### config.mk
export PLATFORM = sky130hd
export DESIGN_NAME = div_unit
export DESIGN_NICKNAME = d
export VERILOG_FILES = /design/src/rtl/div_unit_pkg.sv /design/src/rtl/div_unit.sv
export SDC_FILE = /design/constraint.sdc
export NUM_CORES = 1
export LEC_CHECK = 0
export CAP_MARGIN = 15
export CORE_MARGIN = 4
export CORE_UTILIZATION = 44
export DETAILED_ROUTE_END_ITERATION = 8
export PLACE_DENSITY = 0.71
export SYNTH_ARGS = -nofsm -noshare
export SYNTH_HDL_FRONTEND = slang
export SYNTH_SLANG_ARGS = --single-unit
### constraint.sdc
create_clock -name clk -period 5.3 [get_ports clk]
set_input_delay 1.06 -clock clk [delete_from_list [all_inputs] [get_ports clk]]
set_output_delay 1.06 -clock clk [all_outputs]
set_load 0.01 [all_outputs]
### src/rtl/div_unit_pkg.sv
// Shared constants, state encoding and operand helpers for the iterative DIV/DIVU unit.
package div_unit_pkg;

  localparam int   DATA_BUS_W = 32;
  localparam int   DIV_CYCLES = 32;
  localparam logic RST_ENABLE = 1'b0;

  typedef logic [DATA_BUS_W-1:0] data_bus_t;

  localparam data_bus_t ZERO_WORD = '0;

  typedef enum logic [1:0] {
    DIV_IDLE = 2'b00,
    DIV_RUN  = 2'b01,
    DIV_DONE = 2'b10
  } div_state_t;

  // Two's-complement magnitude; 0x80000000 wraps to itself, which the
  // restoring loop then treats as the unsigned value 2^31.
  function automatic data_bus_t mag(input data_bus_t x, input logic en);
    return (en && x[DATA_BUS_W-1]) ? (ZERO_WORD - x) : x;
  endfunction

endpackage

### src/rtl/div_unit.sv
// Restoring DIV/DIVU: 33 cycles from accept to done (1 for divide-by-zero).
// Holds stall_req while accepting/running; cancel aborts to IDLE and suppresses done.
module div_unit
  import div_unit_pkg::*;
#(
  parameter int DATA_W = DATA_BUS_W
) (
  input  logic              clk,
  input  logic              rst,
  input  logic              start,
  input  logic              signed_div,
  input  logic [DATA_W-1:0] dividend,
  input  logic [DATA_W-1:0] divisor,
  input  logic              cancel,
  output logic              stall_req,
  output logic              busy,
  output logic              done,
  output logic [DATA_W-1:0] quotient,
  output logic [DATA_W-1:0] remainder
);

  localparam int                CNT_W    = $clog2(DIV_CYCLES);
  localparam logic [CNT_W-1:0]  CNT_LAST = CNT_W'(DIV_CYCLES - 1);

  div_state_t        r_state;
  logic [DATA_W-1:0] r_dvd;
  logic [DATA_W-1:0] r_dsr;
  logic [DATA_W-1:0] r_rem;
  logic [CNT_W-1:0]  r_cnt;
  logic              r_dvd_sign;
  logic              r_q_sign;
  logic              r_done;
  logic [DATA_W-1:0] r_quot;
  logic [DATA_W-1:0] r_remo;

  logic [DATA_W-1:0] w_partial;
  logic              w_ge;
  logic [DATA_W-1:0] w_rem_nx;
  logic [DATA_W-1:0] w_dvd_nx;
  logic              w_accept;

  // Before the last iteration the running remainder is below 2^31, so a
  // 32-bit partial never loses its top bit.
  always_comb begin
    w_partial = {r_rem[DATA_W-2:0], r_dvd[DATA_W-1]};
    w_ge      = (w_partial >= r_dsr);
    w_rem_nx  = w_ge ? (w_partial - r_dsr) : w_partial;
    w_dvd_nx  = {r_dvd[DATA_W-2:0], w_ge};
  end

  assign w_accept  = (rst != RST_ENABLE) && (r_state == DIV_IDLE) && start && !cancel;
  assign stall_req = w_accept || (r_state == DIV_RUN);
  assign busy      = (r_state != DIV_IDLE);
  assign done      = r_done && !cancel;
  assign quotient  = r_quot;
  assign remainder = r_remo;

  always_ff @(posedge clk) begin
    if (rst == RST_ENABLE) begin
      r_state    <= DIV_IDLE;
      r_dvd      <= '0;
      r_dsr      <= '0;
      r_rem      <= '0;
      r_cnt      <= '0;
      r_dvd_sign <= 1'b0;
      r_q_sign   <= 1'b0;
      r_done     <= 1'b0;
      r_quot     <= '0;
      r_remo     <= '0;
    end else begin
      case (r_state)
        DIV_IDLE: begin
          r_done <= 1'b0;
          if (start && !cancel) begin
            r_dvd      <= mag(dividend, signed_div);
            r_dsr      <= mag(divisor, signed_div);
            r_rem      <= '0;
            r_cnt      <= '0;
            r_dvd_sign <= signed_div && dividend[DATA_W-1];
            r_q_sign   <= signed_div && (dividend[DATA_W-1] ^ divisor[DATA_W-1]);
            if (divisor == '0) begin
              r_state <= DIV_DONE;
              r_done  <= 1'b1;
              r_quot  <= '0;
              r_remo  <= '0;
            end else begin
              r_state <= DIV_RUN;
            end
          end
        end
        DIV_RUN: begin
          if (cancel) begin
            r_state <= DIV_IDLE;
          end else begin
            r_rem <= w_rem_nx;
            r_dvd <= w_dvd_nx;
            r_cnt <= r_cnt + 1'b1;
            if (r_cnt == CNT_LAST) begin
              r_state <= DIV_DONE;
              r_done  <= 1'b1;
              r_quot  <= r_q_sign   ? (ZERO_WORD - w_dvd_nx) : w_dvd_nx;
              r_remo  <= r_dvd_sign ? (ZERO_WORD - w_rem_nx) : w_rem_nx;
            end
          end
        end
        DIV_DONE: begin
          r_state <= DIV_IDLE;
          r_done  <= 1'b0;
        end
        default: begin
          r_state <= DIV_IDLE;
          r_done  <= 1'b0;
        end
      endcase
    end
  end

endmodule

======== After elaboration in Yosys (flattened, before gate mapping) ========
Cells that the tools add are included.
cells by class
  equality and inequality tests ........... 7
  multiplexer cells ....................... 32
  magnitude comparators ................... 1
  add/subtract/negate cells ............... 6
  bitwise operators ....................... 1
  reduce and logical (&&, ||, !) cells .... 19
operators with widths
  cell                                                   number
  two-way mux 32 bit                                     13
  case mux 32 bit (2 select lines)                       3
  subtractor 1 x 32 -> 32 bit, first input constant      4
  two-way mux 31 bit                                     2
  case mux 31 bit (2 select lines)                       1
  >= comparator 32 bit                                   1
  logical NOT 32 bit                                     1
  subtractor 32 bit                                      1
  two-way mux 5 bit                                      2
  case mux 5 bit (2 select lines)                        1
  logical AND 1 bit                                      8
  two-way mux 2 bit                                      4
  inequality test 2 x 1 -> 1 bit, second input constant  3
  AND reduction 2 bit                                    3
  adder 5 x 1 -> 5 bit, second input constant            1
  == test 5 bit, second input constant                   1
  AND reduction 5 bit                                    1
  two-way mux 1 bit                                      4
  case mux 2 bit (2 select lines)                        1
  nonzero test 2 bit                                     2
  inequality test 3 x 2 -> 1 bit, second input constant  1
  AND reduction 3 bit                                    1
  == test 2 x 1 -> 1 bit, second input constant          1
  logical NOT 2 bit                                      1
  5 further kinds                                        5
storage, ports and cells
  flip-flop bits (word level) ............. 169
  output and inout port bits .............. 67

======== Longest topological paths before layout ========
  depth in word-level cells ............... 7
  gate-level depth with buffers ........... 24
  depth with buffers taken out ............ 20

======== Worst setup path after synthesis ========
No wires, ideal clock.
  path kind ............................... register -> register
  start point ............................. register r_dvd[31]
  end point ............................... register r_remo[28] (netlist: remainder[28])
  setup time .............................. 0.124 ns
  path slack .............................. 0.367 ns
  cell stages (with the launch flop) ...... 23
  data required time ...................... 5.176 ns
  data arrival time ....................... 4.809 ns
  cells stage by stage .................... dfxtp_1 inv_1 ha_1 fa_1 nor2b_1 o31a_1 o211a_1 o31ai_4 nand2_4 buf_4 clkbuf_1 clkbuf_1 nand2_1 o21ai_0 ha_1 nand3_1 or3_1 mux2i_4 nand3_2 or3_4 o41ai_4 xnor2_1 o21ai_2
between the ends
  longest elaborated chain between the ends .. 7
  elaborated cells on any way between the ends .. 8
  classes of those cells .................. add/sub: 2; order compare: 1; mux: 5
ends and longest elaborated chain
  item                                                              RTL line                        RTL
  start: declaration                                                div_unit.sv:26                  logic [DATA_W-1:0] r_dvd;
  start signal: assignment                                          div_unit.sv:75                  r_dvd <= mag(dividend, signed_div);
  start signal: assignment                                          div_unit.sv:96                  r_dvd <= w_dvd_nx;
  subtractor 32 bit / >= comparator 32 bit (equally long branches)  div_unit.sv:47, div_unit.sv:46
  two-way mux 32 bit *                                              div_unit.sv:47                  w_rem_nx = w_ge ? (w_partial - r_dsr) : w_partial;
  subtractor 1 x 32 -> 32 bit                                       div_unit.sv:102                 r_remo <= r_dvd_sign ? (ZERO_WORD - w_rem_nx) : w_rem_nx;
  two-way mux 32 bit *                                              div_unit.sv:102
  two-way mux 32 bit *                                              div_unit.sv:98                  if (r_cnt == CNT_LAST) begin
  two-way mux 32 bit *                                              div_unit.sv:92                  if (cancel) begin
  case mux 32 bit (2 select lines) *                                div_unit.sv:71                  case (r_state)
  end signal: assignment                                            div_unit.sv:102
  end: declaration                                                  div_unit.sv:34                  logic [DATA_W-1:0] r_remo;
Every way passes the cells marked *; elsewhere a longest branch is shown, timed or not. The select of a mux whose other input is x is not followed.
A chain may end at the register's enable or synchronous reset.

======== Worst setup path after layout ========
  start point ............................. register r_dsr[19]
  end point ............................... register r_remo[28] (netlist: remainder[28])
between the ends
  longest elaborated chain between the ends .. 7
  elaborated cells on any way between the ends .. 8
  classes of those cells .................. add/sub: 2; order compare: 1; mux: 5
ends and longest elaborated chain
  item                                                              RTL line                        RTL
  start: declaration                                                div_unit.sv:27                  logic [DATA_W-1:0] r_dsr;
  start signal: assignment                                          div_unit.sv:76                  r_dsr <= mag(divisor, signed_div);
  subtractor 32 bit / >= comparator 32 bit (equally long branches)  div_unit.sv:47, div_unit.sv:46
  two-way mux 32 bit *                                              div_unit.sv:47
  subtractor 1 x 32 -> 32 bit                                       div_unit.sv:102
  two-way mux 32 bit *                                              div_unit.sv:102
  two-way mux 32 bit *                                              div_unit.sv:98
  two-way mux 32 bit *                                              div_unit.sv:92
  case mux 32 bit (2 select lines) *                                div_unit.sv:71
Marks and branches as above.

==> results_dict.tcl <==
set metrics [dict create \
    drive_gt1_share_pct 5.31 \
    layout_common_cells "200 x sky130_fd_sc_hd__nor2_1, 169 x sky130_fd_sc_hd__dfxtp_1, 160 x sky130_fd_sc_hd__nand2_1" \
    post-cts-setup-buffer-count 0 \
    synth_enable_flop_cells 0 \
    power-per-cell-area_mw_per_mm2 258 \
    synthesis.yosys.warnings 0 \
    final-hold-violation-count 0 \
    synth_top_cells_by_area "sky130_fd_sc_hd__dfxtp_1 30%, sky130_fd_sc_hd__nor2_1 6.6%, sky130_fd_sc_hd__xnor2_1 6.3%, sky130_fd_sc_hd__a21oi_1 5.7%, sky130_fd_sc_hd__nand2_1 5.2%" \
    design.die.area_mm2 0.0287 \
    unrepaired_setup_endpoints_after_global_routing "no" \
    clkLatencyLatePin_ns 0.44 \
    cts_max_path_buffers 2 \
    synth_top_cell_area_share_pct 29.5 \
    area_delta_synth_final_pct 18.7 \
    ys_seq_area_share_pct 29.5 \
    floorplan.initialDensity_pct 45.1 \
    slew_viol_final 0 \
    global_route_wire_length_before_repair_mm 58.4 \
    worst_slew_margin_relative_to_its_limit_pct 29.8 \
    drt_pre_antenna_iters 6 \
    chipHeight_um 169 \
    portbufs 135 \
    ys_seq_elements 169 \
    placement.setup.worst_slack_ns 0.527 \
    netlist_instances 1525 \
    cap_viol_max_count 0 \
    max-vdd-ir-drop_uv 258 \
    mappedNetlistArea_mm2 0.0115 \
    hold_buffers 0 \
    detail_route.wl_per_cell_um 19.0 \
    fmax_ghz 0.206 \
    gpl.final_weighted_congestion 0.902 \
    post-synth-top-area-cell "sky130_fd_sc_hd__dfxtp_1" \
    die_w_um 169 \
    wirelength_mm 37.1 \
    grtUsageTotal_pct 25.1 \
    numCtsBuffers 17 \
    worstPathMaxFanout 11 \
    cts_tree "yes" \
    syn_avg_cell_area_um2 7.52 \
    worst_ep_arrival_time_ns 5.16 \
    insertedDiodeCount 0 \
    worst_setup_hold_path_clk_slew_ns 0.07 \
    number_of_antenna_violations_at_the_first_check_in_global_routing 0 \
    routed_via_density 5.98 \
    setup.worst_path.start_class "flop" \
    holdCritPathClass "reg -> reg" \
    final.setup.worst_slack_ns 0.445 \
    fin_crit_ns 4.86 \
    filler_cell_count 2434 \
    cts-htree-levels 4 \
    global_route.usage.met1_pct 34.5 \
    status "complete, no violations" \
    largest_net_degree_at_the_start_of_global_routing 84 \
    core_mm2 0.0254 \
    cts.sinks 169 \
    worstMarginPinSlew_ns 1.05 \
    postSynth.asyncResetShare_pct 0 \
    vias_in_the_first_global_route 10900 \
    grt.met2_usage_pct 41.1 \
    leading_register_cell_type_out_of_synthesis "sky130_fd_sc_hd__dfxtp_1" \
    cp_data_required_time_ns 5.60 \
    endpoint_kind "flop" \
    rows 58 \
    finalSetupViolations 0 \
    groute.layer.met3.usage_pct 3.47 \
    multi_input_comb_area_mm2 0.00748 \
    place.detailed.hpwl_mm 28.1 \
    power.static_leakage_nw 5.00 \
    criticalPathCategory "reg -> reg" \
    drt_antenna_net_count 0 \
    via_count 11700 \
    synth_fp_nets 1633 \
    design.portCount 136 \
    design.final.nets 1716 \
    drt-initial-drc-count 1072 \
    fin_skew_ns 0.0112 \
    synth_cell_types 80 \
    regArea_mm2 0.00338 \
    final_common_cell "sky130_fd_sc_hd__nor2_1" \
    globalRouteOverflowTotal 0 \
    clock_tree.root_cell "sky130_fd_sc_hd__clkbuf_16" \
    timing.setup.tns_ns 0 \
    post-route-drc-count 0 \
    timing.final.crit_share_pct 91.6 \
    grt-busiest-layer "met2" \
    quantity_of_gates_resized_following_cts 0 \
]
kinds of logic after synthesis:
group                      share of synthesized area [%]
and+or+nand+nor                                     22.0
AOI/OAI and AO/OA                                   27.1
DFF                                                 29.5
buffers and inverters                               5.38
xor gates and xnor gates                            10.2
adders and majority gates                           4.32
muxes                                               1.53
final cells by class:
type                       instances  share of cell area (%)
multi-input combinational       1204                    55.0
sequential                       169                    24.9
timing repair buffer             156                    11.1
clock buffer                      20                    3.36
tap                              330                    3.03
inverter                          60                    1.69
clock inverter                    11                    1.01
layer usage:
metal / up-vias / part of all wire [%]
li1: 5650 / -
met1: 5487 / 45
met2: 456 / 46
met3: 67 / 6.9
met4: 0 / 2.3
met5: - / 0
worst max-delay path, cell delays in order, from the launching register on:
cell                       delay [ns]
sky130_fd_sc_hd__dfxtp_1         0.33
sky130_fd_sc_hd__inv_1           0.05
sky130_fd_sc_hd__ha_1            0.42
sky130_fd_sc_hd__a21oi_1         0.26
sky130_fd_sc_hd__o21ai_1         0.11
sky130_fd_sc_hd__a311oi_1        0.61
sky130_fd_sc_hd__o31a_2          0.31
sky130_fd_sc_hd__nand2_4         0.10
sky130_fd_sc_hd__o21ai_0         0.33
sky130_fd_sc_hd__ha_1            0.26
sky130_fd_sc_hd__nand3_1         0.12
sky130_fd_sc_hd__or3_1           0.36
sky130_fd_sc_hd__mux2i_4         0.22
sky130_fd_sc_hd__nand3_2         0.20
sky130_fd_sc_hd__or3_4           0.46
sky130_fd_sc_hd__o41ai_4         0.35
sky130_fd_sc_hd__xnor2_1         0.17
sky130_fd_sc_hd__o21ai_2         0.06
Yosys cell counts, types with 7 or more instances:
cell	n
sky130_fd_sc_hd__o41ai_1	9
sky130_fd_sc_hd__nor2b_1	9
sky130_fd_sc_hd__a22oi_1	67
sky130_fd_sc_hd__nor2_1	202
sky130_fd_sc_hd__nand4_1	12
sky130_fd_sc_hd__o31ai_1	28
sky130_fd_sc_hd__nor4_1	14
sky130_fd_sc_hd__o21ai_0	87
sky130_fd_sc_hd__nor3_1	36
sky130_fd_sc_hd__buf_2	11
sky130_fd_sc_hd__xor2_1	50
sky130_fd_sc_hd__xnor2_1	83
sky130_fd_sc_hd__o211ai_1	7
sky130_fd_sc_hd__dfxtp_1	169
sky130_fd_sc_hd__ha_1	38
sky130_fd_sc_hd__a21o_1	11
sky130_fd_sc_hd__nand3_1	28
sky130_fd_sc_hd__clkbuf_1	71
sky130_fd_sc_hd__and2_1	9
sky130_fd_sc_hd__inv_1	58
sky130_fd_sc_hd__mux2i_1	13
sky130_fd_sc_hd__a21oi_1	130
sky130_fd_sc_hd__or4_1	13
sky130_fd_sc_hd__a211oi_1	32
sky130_fd_sc_hd__a31oi_1	18
sky130_fd_sc_hd__or3_1	19
sky130_fd_sc_hd__and3_1	10
sky130_fd_sc_hd__a311oi_1	9
sky130_fd_sc_hd__nand2b_1	13
sky130_fd_sc_hd__nand2_1	160
sequential cells by signal, indices dropped and copies added, names as in the netlist, 2 cells and up:
signal and count:
quotient 32, r_state 2, remainder 32, r_rem 31, r_cnt 5, r_dvd 32
r_dsr 32
power breakdown:
part | total [W] | leakage (nW) | switching [W] | internal, W
registers | 0.00134 | 1.37 | 0.0000358 | 0.00130
clock network | 0.00129 | 0.293 | 0.000560 | 0.000727
logic | 0.000890 | 3.33 | 0.000552 | 0.000338
total | 0.00352 | 5.00 | 0.00115 | 0.00237
metrics by stage:
stage / total power, W / util, % / hold slack (ns) / cells / instance area [um^2]
after CTS: 0.00351 / 53.6 / 0.451 / 1950 / 13600
after global placement: 0.00223 / 51.2 / 0.436 / 1919 / 13000
after floorplan: 0.00197 / - / 0.432 / 1525 / 11500
after detailed placement: 0.00224 / 51.2 / 0.442 / 1919 / 13000
after global routing: 0.00365 / 53.6 / 0.477 / 1950 / 13600
final: 0.00352 / 53.6 / 0.449 / 1950 / 13600
path summary, 6_finish.rpt:
path	start	end	slack [ns]	cells past startpoint
setup / recovery	r_dsr[19]	remainder[28]	0.44	17
hold / removal	remainder[23]	remainder[23]	0.45	2
hold reg to reg	remainder[23]	remainder[23]	0.45	2
setup reg to reg	r_dsr[19]	remainder[28]	0.44	17
(Power assumes the default switching activity.)
